File: src/rtl/csrbrg_rmw.sv
// Wishbone classic slave to CSR master bridge. Partial-byte writes become a
// read-modify-write because CSR slaves have no byte enables.
module csrbrg_rmw #(
  parameter int unsigned csr_aw = 14
) (
  input  logic              sys_clk,
  input  logic              sys_rst_n,
  input  logic [31:0]       wb_adr_i,
  input  logic [31:0]       wb_dat_i,
  output logic [31:0]       wb_dat_o,
  input  logic [3:0]        wb_sel_i,
  input  logic [2:0]        wb_cti_i,
  input  logic              wb_we_i,
  input  logic              wb_cyc_i,
  input  logic              wb_stb_i,
  output logic              wb_ack_o,
  output logic [csr_aw-1:0] csr_a,
  output logic              csr_we,
  output logic [31:0]       csr_do,
  input  logic [31:0]       csr_di
);

  typedef enum logic [2:0] {StIdle, StRd1, StRd2, StRmw1, StRmw2} state_e;

  state_e      state_q;
  logic [31:0] sel_mask;
  logic [31:0] merged;
  logic        accept;

  // Burst type and byte offset are deliberately ignored.
  logic unused_bits;
  assign unused_bits = ^{wb_cti_i, wb_adr_i[31:csr_aw+2], wb_adr_i[1:0]};

  assign accept = wb_cyc_i & wb_stb_i & ~wb_ack_o;

  always_comb begin
    sel_mask = '0;
    for (int b = 0; b < 4; b++) begin
      sel_mask[8*b +: 8] = {8{wb_sel_i[b]}};
    end
    merged = (wb_dat_i & sel_mask) | (csr_di & ~sel_mask);
  end

  always_ff @(posedge sys_clk or negedge sys_rst_n) begin
    if (!sys_rst_n) begin
      state_q  <= StIdle;
      wb_ack_o <= 1'b0;
      wb_dat_o <= '0;
      csr_a    <= '0;
      csr_we   <= 1'b0;
      csr_do   <= '0;
    end else begin
      csr_we   <= 1'b0;
      wb_ack_o <= 1'b0;
      unique case (state_q)
        StIdle: begin
          if (accept) begin
            if (!wb_we_i) begin
              csr_a   <= wb_adr_i[csr_aw+1:2];
              state_q <= StRd1;
            end else if (wb_sel_i == 4'hF) begin
              csr_a    <= wb_adr_i[csr_aw+1:2];
              csr_do   <= wb_dat_i;
              csr_we   <= 1'b1;
              wb_ack_o <= 1'b1;
            end else if (wb_sel_i == 4'h0) begin
              wb_ack_o <= 1'b1;
            end else begin
              csr_a   <= wb_adr_i[csr_aw+1:2];
              state_q <= StRmw1;
            end
          end
        end
        StRd1: state_q <= wb_cyc_i ? StRd2 : StIdle;
        StRd2: begin
          state_q <= StIdle;
          if (wb_cyc_i) begin
            wb_dat_o <= csr_di;
            wb_ack_o <= 1'b1;
          end
        end
        StRmw1: state_q <= wb_cyc_i ? StRmw2 : StIdle;
        StRmw2: begin
          state_q <= StIdle;
          // csr_di now holds the old register value; master still holds dat/sel.
          if (wb_cyc_i) begin
            csr_do   <= merged;
            csr_we   <= 1'b1;
            wb_ack_o <= 1'b1;
          end
        end
        default: state_q <= StIdle;
      endcase
    end
  end

endmodule

File: config.mk
export PLATFORM = sky130hd
export DESIGN_NAME = csrbrg_rmw
export DESIGN_NICKNAME = d
export VERILOG_FILES = /design/src/rtl/csrbrg_rmw.sv
export SDC_FILE = /design/constraint.sdc
export NUM_CORES = 1
export LEC_CHECK = 0
export CAP_MARGIN = 10
export CORE_MARGIN = 5
export CORE_UTILIZATION = 40
export DETAILED_ROUTE_END_ITERATION = 16
export DONT_BUFFER_PORTS = 1
export PLACE_DENSITY_LB_ADDON = 0.1
export RECOVER_POWER = 25
export SYNTH_ARGS = -nofsm -noshare
export SYNTH_HDL_FRONTEND = slang
export SYNTH_SLANG_ARGS = --single-unit
File: constraint.sdc
create_clock -name sys_clk -period 1.8 [get_ports sys_clk]
set_input_delay 0.45 -clock sys_clk [delete_from_list [all_inputs] [get_ports sys_clk]]
set_output_delay 0.45 -clock sys_clk [all_outputs]
set_load 0.05 [all_outputs]
---- Word-level counts from Yosys, hierarchy flattened ----
Cells that the tools add are included.
word-level totals
  input port bits ......................... 108
  ROM bits ................................ 0
  memories ................................ 0
  RAM bits ................................ 0
  bits in registers ....................... 83
  bits in latches ......................... 0
  word-level logic and storage cells ...... 58
cells by class
  divide/modulo/power cells ............... 0
  $lt $le $gt $ge ......................... 0
  reductions and logical operators ........ 8
  shifts and indexed selects .............. 0
  $add $sub $neg .......................... 0
  bitwise logic cells ..................... 7
  eq/ne operators ......................... 12
  mux-type cells .......................... 25
  multiply operators ...................... 0
operator list
  cell                                                 number
  2-to-1 mux 32 bit                                    4
  bitwise AND 32 bit                                   2
  case mux 32 bit (2 select lines)                     1
  2-to-1 mux 14 bit                                    3
  NOT 32 bit                                           1
  OR 32 bit                                            1
  2-to-1 mux 3 bit                                     5
  != test 3 bit, second input constant                 3
  case mux 3 bit (3 select lines)                      1
  2-to-1 mux 1 bit                                     8
  != test 2 bit, second input constant                 4
  equality test 3 x 2 -> 1 bit, second input constant  2
  AND reduction 3 bit                                  2
  AND reduction 5 bit                                  1
  equality test 4 bit, second input constant           1
  zero test 4 bit                                      1
  case mux 1 bit (2 select lines)                      2
  equality test 3 x 1 -> 1 bit, second input constant  1
  equality test 3 bit, second input constant           1
  zero test 3 bit                                      1
  bitwise AND 1 bit                                    2
  2-to-1 mux 2 bit                                     1
  AND reduction 2 bit                                  1
  nonzero test 2 bit                                   1
  2 further kinds                                      2

---- Depth between registers and ports, before layout ----
  depth after elaboration ................. 6
  depth in mapped cells ................... 6

---- Worst setup path after synthesis ----
OpenSTA, ideal clock, no wires.
  path kind ............................... register to register
  start ................................... register wb_ack_o
  end ..................................... register csr_a[10]
  cell stages (with the launch flop) ...... 6
  required time ........................... 1.675 ns
  arrival ................................. 1.785 ns
  period minus slack after synthesis ...... 1.910 ns
  library setup time ...................... 0.125 ns
  path buffers ............................ 1
  setup slack ............................. -0.110 ns
  cell sequence ........................... dfrtp_1 -> nor2b_1 -> nand3_1 -> a21oi_1 -> buf_4 -> mux2_2
on the way
  cells in the longest elaborated chain, start to end .. 3
RTL lines
  element                               RTL line  RTL
  from (decl)                           16        output logic wb_ack_o,
  from (signal assigned)                47        wb_ack_o <= 1'b0;
  from (signal assigned)                54        wb_ack_o <= 1'b0;
  from (signal assigned)                65        wb_ack_o <= 1'b1;
  NOT 1 bit                             34        assign accept = wb_cyc_i & wb_stb_i & ~wb_ack_o;
  bitwise AND 1 bit                     34
  AND reduction 3 bit (no source line)  -
  to (signal assigned)                  59        csr_a <= wb_adr_i[csr_aw+1:2];
  to (signal assigned)                  62        csr_a <= wb_adr_i[csr_aw+1:2];
  to (signal assigned)                  69        csr_a <= wb_adr_i[csr_aw+1:2];
  to (decl)                             17        output logic [csr_aw-1:0] csr_a,
No other way between the ends.
A chain may end at the register's enable or synchronous reset.

---- Worst setup path in the final report ----
  start ................................... register state_q[0]
  end ..................................... register csr_do[26]
on the way
  cells in the longest elaborated chain, start to end .. 3
  elaborated cells on any way between the ends .. 9
RTL lines
  element                                                               RTL line  RTL
  from (decl)                                                           25        state_e state_q;
  from (signal assigned)                                                46        state_q <= StIdle;
  from (signal assigned)                                                60        state_q <= StRd1;
  from (signal assigned)                                                70        state_q <= StRmw1;
  equality test 3 bit or zero test 3 bit (tied branches)                55        unique case (state_q)
  != test 2 bit (no source line) or nonzero test 2 bit (tied branches)  -
  AND reduction 5 bit (no source line)                                  -
  to (signal assigned)                                                  63        csr_do <= wb_dat_i;
  to (signal assigned)                                                  87        csr_do <= merged;
  to (decl)                                                             19        output logic [31:0] csr_do,
Several ways; a longest one is shown, not always the timed one.

==> metrics.txt <==
status=finished with violations; violated checks=hold timing, setup timing; clock-pin slew on the worst setup and hold paths=0.09 ns; post-layout net count=347; synth unique cells=24; Worst Hold Class=in -> async; Remaining DRCs=0; total power=6730 µW; cell taking the most area after synthesis=dfrtp_1; Post-synth EDFFs=0; die area=0.0114 mm²; Max Clk Rate=0.537 GHz; die span in y=107 µm; TritonCTS clock tree=yes; RePlAce Congestion=0.691; Finished Core Util=46.7%; Iter 0 DRT Violations=23; RSZ-0062 raised after global routing=yes; largest net degree at the start of global routing=84; Max-slew headroom=66.1%; ant diodes=0; CP most frequent cell=mux2_4; LEAKAGE=0.00193 µW; Post-CTS Setup Inserts=0; clk sinks=83; hold slack=-0.215 ns; Final min period=1.86 ns; M2 GR Usage=21.3%; CTS Buffer Depth=2; Crit path required time=2.03 ns; Synth Cell Area=0.00374 mm²; Post-DP Area=0.00395 mm²; Initial Util=40.8%; Synth top area share=55.6%; Post-Layout Cell Count=355; CP Capture Type=flop; slew of the pin with the lowest slew margin=0.508 ns; cell area after layout=0.00428 mm²; Cell Chain, Critical Path=or3b_4, nor2_8, mux2_4, mux2_4; post-DP HPWL=5.48 mm; Layout fillers=797; Area Overhead vs Synth=14.5%; max-cap violations=0; Yosys warning total=0; vias in the first global route=2088; total gr overflow=0; Post-Synthesis Cells=227; flops & latches, synth=83; register area share after synthesis=55.6%; All-Layer GR Usage=13.9%; top_reg_cell synth=dfrtp_1; Pre-Repair DR Iteration Count=4; peak fanout along the critical path=8; Die Width=107 µm; synth cell count leaders=83 x dfrtp_1, 81 x mux2_2, 29 x mux2_4; Synth area leaders=dfrtp_1 56%, mux2_2 24%, mux2_4 12%; top cell family by delay on the critical path=simple AND/OR/NAND/NOR gates; GR Util met1=16.7%; WL per Instance=22.2 µm; P per Cell Area=1570 mW/mm²; met3 usage=7.83%; Worst Setup Path Type=reg -> reg; first-pass GRT wire length=12.1 mm; crit path DAT=2.09 ns; # rows=35; Root Buffer=clkbuf_8; Via density=5.34; Final Cycle Share=103%; post-route antenna net violation count=0; crit path max-delay cell type=or3b_4; initial antenna violation count=0; share of layout cells above drive strength 1=59.4%; min setup slack post-route=-0.0628 ns; core area=0.00915 mm²; ys async rst share=100%; worst stage delay on the critical path=0.51 ns; Ports=188; number of port buffers=0; Syn Nets=335; drt total wl=7.89 mm; WP buf/inv=0; Worst setup SP type=flop; Syn Area/Cell=16.5 µm²; placed insts=340; DR vias=1896; total number of H-tree levels=3; clock latency at the later pin of the worst-skew pair=0.35 ns; Slew Viols, Final=0; worst reg2reg setup slack=-0.06 ns; final setup skew=0.0100 ns; Hold Vio Cnt, Final=83; peak supply drop=0.660 mV; most numerous cell in the Yosys netlist=dfrtp_1; most used routing layer in global routing=met2; Setup violations, final=32; Num CTS Buffers=9
flip-flops by register name, summed over array words and instances (netlist names):
signal / count
state_q: 3
csr_a: 14
wb_ack_o: 1
wb_dat_o: 32
csr_we: 1
csr_do: 32
metal layers:
| layer | share of wire (%) | vias up |
|---|---|---|
| met2 | 47 | 97 |
| met5 | 0 | - |
| met1 | 40 | 957 |
| met3 | 11 | 9 |
| met4 | 1.4 | 0 |
| li1 | - | 833 |
what timing repair did:
action                                  CTS  global route
pin swaps                                 3             2
endpoints found under the setup margin   32            32
endpoints found under the hold margin    83            83
gates resized for setup                  33             1
path summary, 6_finish.rpt:
path	startpoint	end	cells past startpoint
max	state_q[0]	csr_do[26]	4
min	sys_rst_n	wb_dat_o[5]	0
max in group asynchronous	sys_rst_n	wb_ack_o	0
min in group sys_clk	wb_adr_i[11]	csr_a[9]	1
min reg2reg	state_q[1]	state_q[1]	2
max reg2reg	state_q[0]	csr_do[26]	4
cells by family (layout without fill, tap and decap cells):
family	Yosys count	in the layout	share of synthesized area (%)
mux	110	110	36.1
flops	83	83	55.6
simple gates	19	19	4.59
buf+inv	9	26	2.71
compound gates	6	6	1.04
per-stage QoR:
| step | hold WS [ns] | TNS, ns | worst slack [ns] |
|---|---|---|---|
| finish | -0.215 | -1.38 | -0.0628 |
| CTS | -0.240 | -2.17 | -0.0967 |
| floorplan | 0.154 | -0.344 | -0.0110 |
| global placement | 0.156 | -1.92 | -0.0782 |
| global route | -0.259 | -2.78 | -0.122 |
| detailed placement | 0.157 | -2.43 | -0.0985 |
layout by cell type (no fill, tap or decap), drive strengths merged:
master and instances:
and3 2, dfrtp 83, clkinvlp 2, a21oi 2, clkbuf 10, nor3b 1, nand2 1, a31o 1
o21ai 1, nand2b 1, buf 10, a31oi 1, and4 1, nand3 1, mux2 110, or3b 1
o31a 1, nor4 1, bufinv 2, clkinv 2, nor2 6, nor2b 4
final cells by class:
cell class | instances | area, µm² | area share [%]
Sequential cell | 83 | 2080 | 48.6
Multi-Input combinational cell | 135 | 1700 | 39.7
Tap cell | 111 | 139 | 3.25
Clock buffer | 10 | 138 | 3.22
Timing Repair Buffer | 10 | 138 | 3.22
Clock inverter | 6 | 88.8 | 2.08
power breakdown:
| group | internal (µW) | switching (µW) | leakage, µW |
|---|---|---|---|
| registers | 2330 | 2180 | 0.00104 |
| clock network | 819 | 672 | 0.000108 |
| logic | 545 | 179 | 0.000781 |
| total | 3700 | 3030 | 0.00193 |
(Power assumes the default switching activity.)
